## config.mk

```make
export PLATFORM = sky130hd
export DESIGN_NAME = mul_seq_unit
export DESIGN_NICKNAME = d
export VERILOG_FILES = /design/src/rtl/mul_seq_unit.sv
export SDC_FILE = /design/constraint.sdc
export NUM_CORES = 1
export LEC_CHECK = 0
export BUFFER_PORTS_ARGS = -buffer_cell sky130_fd_sc_hd__buf_4
export CAP_MARGIN = 10
export CELL_PAD_IN_SITES_DETAIL_PLACEMENT = 0
export CELL_PAD_IN_SITES_GLOBAL_PLACEMENT = 1
export CORE_UTILIZATION = 48
export DETAILED_ROUTE_END_ITERATION = 8
export PLACE_DENSITY_LB_ADDON = 0.1
export SKIP_CTS_REPAIR_TIMING = 1
export SYNTH_ARGS = -nofsm -noshare
export SYNTH_HDL_FRONTEND = slang
export SYNTH_SLANG_ARGS = --single-unit
```

## constraint.sdc

```tcl
create_clock -name clk -period 9.7 [get_ports clk]
set_clock_uncertainty 0.2 [all_clocks]
set_input_delay 1.455 -clock clk [delete_from_list [all_inputs] [get_ports clk]]
set_output_delay 1.455 -clock clk [all_outputs]
set_load 0.05 [all_outputs]
```

## src/rtl/mul_seq_unit.sv

```systemverilog
// ============================================================================
// Module      : mul_seq_unit
// Description : Iterative shift-add multiplier feeding an ALU result/flag
//               register. Operands are captured on a start strobe, the
//               magnitude product is built one multiplier bit per cycle, the
//               sign is applied in a single fix-up cycle, and a one-cycle
//               load strobe (res_en) is raised while the result is valid.
//
// Ports       : clk      - rising-edge clock
//               rst      - synchronous active-high reset
//               start    - operation request, sampled only in IDLE
//               sgn      - 1 = signed multiply, 0 = unsigned (with start)
//               a, b     - WIDTH-bit operands (with start)
//               busy     - high from the cycle after start until IDLE
//               d_out    - low WIDTH bits of the product
//               c_out    - unsigned-mode carry (high half non-zero)
//               ovf_out  - signed-mode overflow
//               zero_out - d_out == 0
//               res_en   - one-cycle load strobe for the result register
//
// Revision    : 1.0 - initial release
// ============================================================================
`default_nettype none

module mul_seq_unit #(
    parameter int WIDTH = 32
) (
    input  logic             clk,
    input  logic             rst,
    input  logic             start,
    input  logic             sgn,
    input  logic [WIDTH-1:0] a,
    input  logic [WIDTH-1:0] b,
    output logic             busy,
    output logic [WIDTH-1:0] d_out,
    output logic             c_out,
    output logic             ovf_out,
    output logic             zero_out,
    output logic             res_en
);

    localparam int CW = $clog2(WIDTH);

    localparam logic [1:0] c_IDLE = 2'd0;
    localparam logic [1:0] c_BUSY = 2'd1;
    localparam logic [1:0] c_FIX  = 2'd2;
    localparam logic [1:0] c_DONE = 2'd3;

    localparam logic [CW-1:0]      c_LAST  = CW'(WIDTH - 1);
    localparam logic [WIDTH-1:0]   c_ONE_W = {{(WIDTH-1){1'b0}}, 1'b1};
    localparam logic [2*WIDTH-1:0] c_ONE_P = {{(2*WIDTH-1){1'b0}}, 1'b1};
    // 2^(WIDTH-1): the largest magnitude a negative signed result may have.
    localparam logic [2*WIDTH-1:0] c_HALF  = {{WIDTH{1'b0}}, 1'b1, {(WIDTH-1){1'b0}}};

    logic [1:0]         r_state;
    logic [CW-1:0]      r_count;
    logic               r_sgn;
    logic               r_neg;
    logic [WIDTH-1:0]   r_mcand;
    logic [WIDTH-1:0]   r_mplier;
    logic [2*WIDTH-1:0] r_acc;
    logic [WIDTH-1:0]   r_d;
    logic               r_c;
    logic               r_ovf;
    logic               r_zero;

    logic [WIDTH-1:0]   w_a_mag;
    logic [WIDTH-1:0]   w_b_mag;
    logic [WIDTH:0]     w_sum;
    logic [2*WIDTH-1:0] w_prod;
    logic               w_ovf;

    always_comb begin
        // Negation of the most negative value wraps to itself, which read as
        // unsigned is exactly the magnitude 2^(WIDTH-1).
        w_a_mag = (sgn & a[WIDTH-1]) ? (~a + c_ONE_W) : a;
        w_b_mag = (sgn & b[WIDTH-1]) ? (~b + c_ONE_W) : b;

        // The accumulator's upper half receives the partial sum and the whole
        // register shifts right, so after WIDTH steps the low bits that fell
        // out of the adder fill the lower half.
        w_sum = {1'b0, r_acc[2*WIDTH-1:WIDTH]}
              + {1'b0, (r_mplier[0] ? r_mcand : {WIDTH{1'b0}})};

        w_prod = r_neg ? (~r_acc + c_ONE_P) : r_acc;

        w_ovf = r_sgn & (r_neg ? (r_acc > c_HALF) : (r_acc >= c_HALF));
    end

    always_ff @(posedge clk) begin
        if (rst) begin
            r_state  <= c_IDLE;
            r_count  <= '0;
            r_sgn    <= 1'b0;
            r_neg    <= 1'b0;
            r_mcand  <= '0;
            r_mplier <= '0;
            r_acc    <= '0;
            r_d      <= '0;
            r_c      <= 1'b0;
            r_ovf    <= 1'b0;
            r_zero   <= 1'b0;
        end else begin
            case (r_state)
                c_IDLE: begin
                    if (start) begin
                        r_sgn    <= sgn;
                        r_neg    <= sgn & (a[WIDTH-1] ^ b[WIDTH-1]);
                        r_mcand  <= w_a_mag;
                        r_mplier <= w_b_mag;
                        r_acc    <= '0;
                        r_count  <= '0;
                        r_state  <= c_BUSY;
                    end
                end
                c_BUSY: begin
                    r_acc    <= {w_sum, r_acc[WIDTH-1:1]};
                    r_mplier <= {1'b0, r_mplier[WIDTH-1:1]};
                    r_count  <= r_count + 1'b1;
                    if (r_count == c_LAST) begin
                        r_state <= c_FIX;
                    end
                end
                c_FIX: begin
                    r_d     <= w_prod[WIDTH-1:0];
                    r_zero  <= (w_prod[WIDTH-1:0] == '0);
                    r_c     <= ~r_sgn & (r_acc[2*WIDTH-1:WIDTH] != '0);
                    r_ovf   <= w_ovf;
                    r_state <= c_DONE;
                end
                default: begin
                    r_state <= c_IDLE;
                end
            endcase
        end
    end

    assign busy     = (r_state != c_IDLE);
    assign res_en   = (r_state == c_DONE);
    assign d_out    = r_d;
    assign c_out    = r_c;
    assign ovf_out  = r_ovf;
    assign zero_out = r_zero;

endmodule

`default_nettype wire
```

; After elaboration in Yosys (flattened, before gate mapping)
; Index checks and enable logic that the tools add are counted.
[totals]
regBits = 172
input_bits = 68
[op_classes]
order_cmp = 2
bitwise = 10
n_mux = 14
n_reduce_logical = 8
eq_ne = 6
add_sub_neg = 5
[ops]
columns = op, count
row1 = $mux W32, 5
row2 = $pmux W64 S2, 1
row3 = $add A32 B1 Y32 const B, 3
row4 = $not A32 Y32, 3
row5 = $ge A64 B32 Y1 const B, 1
row6 = $gt A64 B32 Y1 const B, 1
row7 = $mux W64, 1
row8 = $pmux W32 S2, 1
row9 = $add A32 B32 Y33, 1
row10 = $logic_not A32 Y1, 1
row11 = $reduce_bool A32 Y1, 1
row12 = $pmux W5 S2, 1
row13 = $pmux W2 S3, 1
row14 = $reduce_and A2 Y1, 3
row15 = $add A5 B1 Y5 const B, 1
row16 = $and A1 B1 Y1, 5
row17 = $eq A5 B5 Y1 const B, 1
row18 = $mux W5, 1
row19 = $eq A2 B2 Y1 const B, 2
row20 = $mux W2, 2
row21 = $ne A2 B2 Y1 const B, 2
row22 = $reduce_bool A2 Y1, 2
row23 = $eq A2 B1 Y1 const B, 1
row24 = $logic_not A2 Y1, 1
row25 = other kinds (3), 3

; Logic depth before layout (Yosys ltp)
; Gate-level depths: netlist (run 1).
[depth]
ltp_word = 5
depth_mapped = 13
depth_no_buf = 12

; Least setup slack after synthesis (run 1)
; OpenSTA, ideal clock, no wires.
[synth_path]
path_kind = input to register
start = in a[14]
end = reg r_mcand[29]
cell_stages = 8
required_ps = 9414
path_buffers = 0
slack_ps = 5933
arrival_time_ps = 3482
path_cell_list = or4_1 -> or3_1 -> nor2_1 -> nand2_1 -> or2_2 -> o41ai_1 -> xor2_1 -> a211oi_1
[synth_via]
elab_chain_len = 3
[synth_lines]
columns = item, line_no
row1 = "start, declared", 32  ; input logic [WIDTH-1:0] a,
row2 = $not A32 Y32, 76  ; w_a_mag = (sgn & a[WIDTH-1]) ? (~a + c_ONE_W) : a;
row3 = $add A32 B1 Y32, 76
row4 = $mux W32, 76
row5 = "end signal, assigned", 109  ; r_mcand <= w_a_mag;
row6 = "end, declared", 59  ; logic [WIDTH-1:0] r_mcand;
; No other way between the ends.
; A chain may end at the register's enable or synchronous reset.

; Worst setup path after layout (run 1)
[layout_path]
start = reg r_mplier[0]
end = reg r_acc[60]
[layout_via]
elab_chain_len = 3
[layout_lines]
columns = item, line_no
row1 = "start, declared", 60  ; logic [WIDTH-1:0] r_mplier;
row2 = "start signal, assigned", 110  ; r_mplier <= w_b_mag;
row3 = "start signal, assigned", 118  ; r_mplier <= {1'b0, r_mplier[WIDTH-1:1]};
row4 = $mux W32, 83  ; + {1'b0, (r_mplier[0] ? r_mcand : {WIDTH{1'b0}})};
row5 = $add A32 B32 Y33, 83
row6 = $pmux W64 S2, 104  ; case (r_state)
row7 = "end signal, assigned", 117  ; r_acc <= {w_sum, r_acc[WIDTH-1:1]};
row8 = "end, declared", 61  ; logic [2*WIDTH-1:0] r_acc;
; No other way between the ends.

==> results.md, run 1 <==
- Final Hold Fails: 0
- Worst-path clk slew: roughly 0.07 ns
- CTS H-tree lvls: 4
- Synth Flop Type: dfxtp_1
- Area leader, netlist: dfxtp_1
- CTS root buf: clkbuf_16
- Ant. Diodes: 0
- Hold Path Class: reg2reg
- Largest net degree at the start of global routing: 83
- CP Capture Type: flip-flop
- Die W: about 150 µm
- Worst path required time: 9.82 ns
- Gr ovfl total: 0
- Cells on worst reg2reg path: 10
- Syn nets: about 1400
- Post-synth top cells: 184 x nor2_1, 172 x dfxtp_1, 87 x nand2_1, 82 x clkbuf_1, 78 x xor2_1
- Die Area: about 22000 µm²
- Drt drc: 0
- Post-synth EDFFs: 0
- Clock share of power: 0.283
- Core area: about 20000 µm²
- Drt pass-1 iters: 8
- Clock insertion delay at the later pin of the skew report: around 0.43 ns
- Worst Tran Pin Value: between 0.9 and 1 ns
- Routed vias/inst: slightly below 6
- Drt total wl: 26400 µm
- Slew Viols, Final: 0
- PwrDens: 230 nW/µm²
- RSZ-0062 raised after global routing: no
- Mapped Area: 10200 µm²
- Gp weighted congestion: between 0.9 and 1
- Distinct cells, synth: slightly above 60
- Via count: about 9000
- Area growth, synth to finish: 14.9%
- Post-synthesis average cell area: between 8 and 9 µm²
- Num CTS Buffers: 17
- Worst Hold Slack: between 0.2 and 0.3 ns
- Setup TNS: 0 ns
- Sequential fraction of the synthesis area: 0.338
- Crit path launch type: flip-flop
- Pwr Total: between 2 and 3 mW
- Sw Ratio: 0.400
- Internal: roughly 1.6 mW
- Total of max-cap violations: 0
- CP arrival: about 4.2 ns
- Async S/R FF share, synth: 0
- Peak Freq: between 200 and 250 MHz
- Most area-consuming cells after synthesis: dfxtp_1 34%, nor2_1 6.8%, xor2_1 6.7%, ha_1 5.2%, a211oi_1 4.3%
- CP max FO: 33
- Tmin final: 4.11 ns
- #FFs+latches synth: roughly 170
- Gr usage total: 0.250
- Leak: between 4 and 5 nW
- Post-DRT Antenna Nets: 0
- Top Ports: 105
- Hold Path Depth: 2
- DP HPWL: ~18000 µm
- CTS Sinks: about 170
- Setup violations, final: 0
- Antenna violations before repair: 0
- Die H: 148 µm
- Finished Core Util: 0.571
- Top cell type's share of synthesized area: 0.338
- P_sw: about 1.1 mW
- Relative slew margins: 0.377
- Final nets: between 1000 and 1500
- Sequential share of power: 0.347
- Count leader, synth: nor2_1
- Input/output buffers: approximately 100
- Worst vdd ir: ~0.14 mV
- CTS tree: built
- Clk buf depth: 2
- Layout cells sized above 1: 0.122
- Setup WS pre-CTS: 5.46 ns
- Drt wl/cell: roughly 17 µm
- FP Rows: between 50 and 60
- Outcome: complete, no violations
- Setup slack after layout: ~5.6 ns
- Number of DRC markers in iteration 0: between 600 and 700
- First-pass GRT wire length: between 40000 and 50000 µm
- Combinational power share: 0.370
- Crit Path Class: reg2reg
- Cell count after synthesis: between 1000 and 1500
- Vias in the first global route: 8909
- Yosys warnings: 0
- Fin crit share: 0.424
- Starting Density: 0.497
-- registers in the layout, indices dropped and copies added (netlist names) --
signal    cells
zero_out      1
r_state       2
r_count       5
c_out         1
r_sgn         1
r_mcand      32
r_mplier     32
r_acc        64
d_out        32
ovf_out       1
r_neg         1
-- routing by layer --
metal	vias up	track usage	part of all wire
met1	4340	0.325	0.46
met5	-	0	0
met2	190	0.425	0.48
met3	33	0.0370	0.036
met4	0	0.0784	0.019
li1	4693	-	-
-- metrics by stage --
step / cell area, µm² / instances
3_5_place_dp: 11000 / 1556
3_3_place_gp: 11000 / 1556
2_1_floorplan: 10200 / 1263
6_report: 11700 / 1587
5_1_grt: 11700 / 1587
4_1_cts: 11700 / 1587
-- area by class of cell --
cell class / instances / area (µm²)
Tap cell: 270 / 338
Timing Repair Buffer: 112 / 841
Fill cell: 1971 / 8800
Multi-Input combinational cell: 982 / 6350
Clock buffer: 19 / 453
Sequential cell: 172 / 3440
Clock inverter: 12 / 198
Inverter: 20 / 75.1
-- kinds of logic (layout without fill, tap and decap cells) --
family,after synthesis,after routing,share of synthesized area
AO/OA/AOI/OAI,370,370,0.255
buffers and inverters,109,163,0.0402
multiplexers,10,10,0.00983
AND/OR/NAND/NOR,450,450,0.210
adder cells (fa/ha/maj),43,43,0.0536
XOR/XNOR,109,109,0.0938
flip-flops,172,172,0.338
-- path summary, 6_finish.rpt --
| kind | startpoint | endpoint | slack, ns |
|---|---|---|---|
| worst min-delay path | r_mcand[0]$_SDFFE_PP0P_ | r_mcand[0]$_SDFFE_PP0P_ | 0.25 |
| worst max-delay path | r_mplier[0]$_SDFFE_PP0P_ | r_acc[60]$_SDFFE_PP0P_ | 5.59 |
| worst max register to register | r_mplier[0]$_SDFFE_PP0P_ | r_acc[60]$_SDFFE_PP0P_ | 5.59 |
| worst min register to register | r_mcand[0]$_SDFFE_PP0P_ | r_mcand[0]$_SDFFE_PP0P_ | 0.25 |
-- worst max-delay path, cell delays in order (launching register included) --
cell	delay, ns
dfxtp_1	0.91
and2_1	0.24
ha_1	0.26
o21ai_0	0.22
a21oi_1	0.19
nand2_1	0.16
o41ai_1	0.85
a41oi_1	0.33
o31ai_1	0.34
xor2_1	0.10
a22o_1	0.20
-- layout by cell type (no fill, tap or decap), types with 27 or more instances in the layout --
cell type / count
and2_1: 37
xor2_1: 78
nor3_1: 27
a211oi_1: 58
xnor2_1: 31
a21oi_1: 59
ha_1: 41
o21ai_0: 68
nor2_1: 183
buf_4: 112
nand2_1: 87
a22oi_1: 42
a222oi_1: 30
dfxtp_1: 172
-- power by group through the flow --
stage          Combinational (mW)  Clock [mW]  Sequential [mW]
2_1_floorplan               0.574           0             1.09
3_3_place_gp                0.993           0            0.948
3_5_place_dp                 1.00           0            0.950
4_1_cts                      1.00       0.777            0.936
5_1_grt                      1.10       0.808            0.955
6_report                    0.996       0.762            0.936
(Power assumes the default switching activity.)
==> inputs of run 2 (changes only) <==
- CORE_UTILIZATION: 48 -> 45
- clock period: 9.7 -> 4.2 ns (I/O delays scaled with it)
==> results.md, run 2 (same netlist as run 1, synthesis figures left out) <==
- Hold Startpoint: r_mcand[0]$_SDFFE_PP0P_
- Worst Tran Pin Value: 1.03 ns (+0.111 ns)
- Area growth, synth to finish: 14.7%
- PwrDens: 518 nW/µm² (+120%)
- CTS H-tree lvls: 4 (unchanged)
- CP arrival: 3.73 ns (-0.50 ns)
- Gp weighted congestion: 0.876 (-3.4%)
- CP max FO: 8 (-76%)
- Slew Viols, Final: 0 (unchanged)
- Input/output buffers: 104 (unchanged)
- Crit Path Class: reg2reg
- Reg with most FFs: r_acc
- FP Rows: 54 (+3.8%)
- RSZ-0062 raised after global routing: no
- Kind of cell adding the most delay to the critical path: simple AND/OR/NAND/NOR gates
- Fin crit share: 0.849 (+0.425)
- Worst path required time: 4.36 ns (-5.46 ns)
- Outcome: complete, no violations
- CP Capture Type: flip-flop
- CTS tree: built
- Final instance area: 11700 µm² (-0.16%)
- Worst vdd ir: 0.318 mV (+130%)
- Placed cell area: 11100 µm² (+0.63%)
- Die H: 152 µm (+3.2%)
- Antenna violations before repair: 1 (+1)
- Total of max-cap violations: 0 (unchanged)
- Worst R2R End: zero_out$_SDFFE_PP0P_
- Number of DRC markers in iteration 0: 754 (+8.6%)
- Hold Path Depth: 2 (unchanged)
- Tmin final: 3.57 ns (-0.547 ns)
- Drt drc: 0 (unchanged)
- Clk buf depth: 2 (unchanged)
- Start of the worst register-to-register path: r_acc[0]$_SDFFE_PP0P_
- Gr ovfl total: 0 (unchanged)
- Commonest non-fill, non-tap cell in the layout: nor2_1
- Drt wl/cell: 16.9 µm (+1.5%)
- Top Ports: 105 (unchanged)
- Sw Ratio: 0.414 (+0.0141)
- Vias in the first global route: 8681 (-2.6%)
- Layout cells sized above 1: 0.125 (+0.00322)
- Drt total wl: 27100 µm (+2.6%)
- Die W: 152 µm (+3.2%)
- Most frequent cells in the layout: 183 x nor2_1, 172 x dfxtp_1, 117 x buf_4
- CTS root buf: clkbuf_16
- Setup slack after layout: 0.633 ns (-4.95 ns)
- Hold endpoint: r_mcand[0]$_SDFFE_PP0P_
- P_sw: 2.51 mW (+130%)
- Cells on worst reg2reg path: 10 (unchanged)
- Slowest cell on the critical path: or4_4
- Setup violations, final: 0 (unchanged)
- Crit path cell chain: inv_1 -> ha_1 -> nor4b_1 -> nand3b_1 -> or4_4 -> o41ai_4 -> xnor2_1 -> nor4_1 -> nand4_1 -> o22ai_2
- Clock share of power: 0.255 (-0.028)
- Die Area: 23200 µm² (+6.6%)
- Routed vias/inst: 5.82 (-0.25%)
- Gr usage total: 0.234 (-0.0154)
- Final nets: 1422 (+0.42%)
- Relative slew margins: 0.310 (-0.0670)
- Sequential share of power: 0.355 (+0.008)
- Num CTS Buffers: 17 (unchanged)
- Via count: 9332 (+0.82%)
- Setup WS pre-CTS: 0.614 ns (-4.84 ns)
- Post-DRT Antenna Nets: 0 (unchanged)
- Worst Path Buf+Inv: 1 (+1)
- Largest register FFs: 64 (unchanged)
- Fillers: 2201 (+12%)
- Combinational power share: 0.390 (+0.020)
- Reg2Reg Setup Slack: 0.63 ns (-4.95 ns)
- Inst Count DP: 1572 (+1.0%)
- Final Hold Fails: 0 (unchanged)
- Setup TNS: 0 ns (unchanged)
- Drt pass-1 iters: 8 (unchanged)
- Internal: 3.54 mW (+120%)
- Hold Path Class: reg2reg
- Clock insertion delay at the later pin of the skew report: 0.43 ns (about the same)
- CTS Sinks: 172 (unchanged)
- First-pass GRT wire length: 44800 µm (+1.2%)
- Max stage delay on crit path: 0.57 ns (-0.34 ns)
- Largest net degree at the start of global routing: 76 (-8.4%)
- Leak: 4.67 nW (-0.30%)
- Worst-path clk slew: 0.07 ns (about the same)
- DP HPWL: 19000 µm (+3.1%)
- Core area: 22000 µm² (+7.5%)
- Starting Density: 0.462 (-0.0345)
- Final non-filler cell total: 1604 (+1.1%)
- Crit path launch type: flip-flop
- Pwr Total: 6.05 mW (+120%)
- Peak Freq: 280 MHz (+15%)
run 2: cell count changes in the layout (fill, tap and decap cells not counted), sizes merged:
cell / before / now
bufinv: 4 / 1
clkinvlp: 0 / 2
inv: 27 / 26
buf: 112 / 118
diode: 0 / 1
clkinv: 1 / 4
clkbuf: 19 / 18
run 2: worst max path at each step:
stage	startpoint	endpoint	slack [ns]	cells after the start
floorplan	r_mplier[0]$_SDFFE_PP0P_	r_acc[59]$_SDFFE_PP0P_	1.10	13
global placement	r_acc[0]$_SDFFE_PP0P_	zero_out$_SDFFE_PP0P_	0.63	10
detailed placement	r_acc[0]$_SDFFE_PP0P_	zero_out$_SDFFE_PP0P_	0.61	10
CTS	r_acc[1]$_SDFFE_PP0P_	zero_out$_SDFFE_PP0P_	0.61	10
global route	r_mplier[0]$_SDFFE_PP0P_	r_acc[59]$_SDFFE_PP0P_	0.31	12
finish	r_acc[0]$_SDFFE_PP0P_	zero_out$_SDFFE_PP0P_	0.63	10
run 2: power by group through the flow:
stage               logic [mW]  registers [mW]  clock network [mW]
global placement          2.36            2.18                   0
finish                    2.36            2.15                1.54
CTS                       2.38            2.15                1.57
global route              2.57            2.19                1.64
detailed placement        2.38            2.18                   0
floorplan                 1.33            2.51                   0
run 2: metrics by stage:
stage           util  hold slack, ns
3_3_place_gp   0.505           0.235
3_5_place_dp   0.505           0.244
5_1_grt        0.530           0.279
4_1_cts        0.530           0.254
2_1_floorplan      -           0.227
6_report       0.530           0.255
run 2: area by class of cell:
type	instances	area, µm²	share of cell area
multi-input combinational	982	6350	0.544
antenna	1	2.50	0.000214
inverter	20	75.1	0.00643
clock inverter	13	130	0.0111
sequential	172	3440	0.295
clock buffer	18	429	0.0368
tap	280	350	0.0300
timing repair buffer	118	898	0.0769
run 2: tightest hold or removal path, delay by kind of cell (launching register included):
kind / cells / cell delay (ns)
AO/OA/AOI/OAI: 1 / 0.05
flip-flops: 1 / 0.31
AND/OR/NAND/NOR: 1 / 0.05
run 2: layer usage:
metal	track usage	up-vias	routed length, µm
met5	0	-	0
met4	0.0596	0	374
met3	0.0347	23	899
met2	0.400	178	13100
met1	0.309	4426	12700
li1	-	4705	-
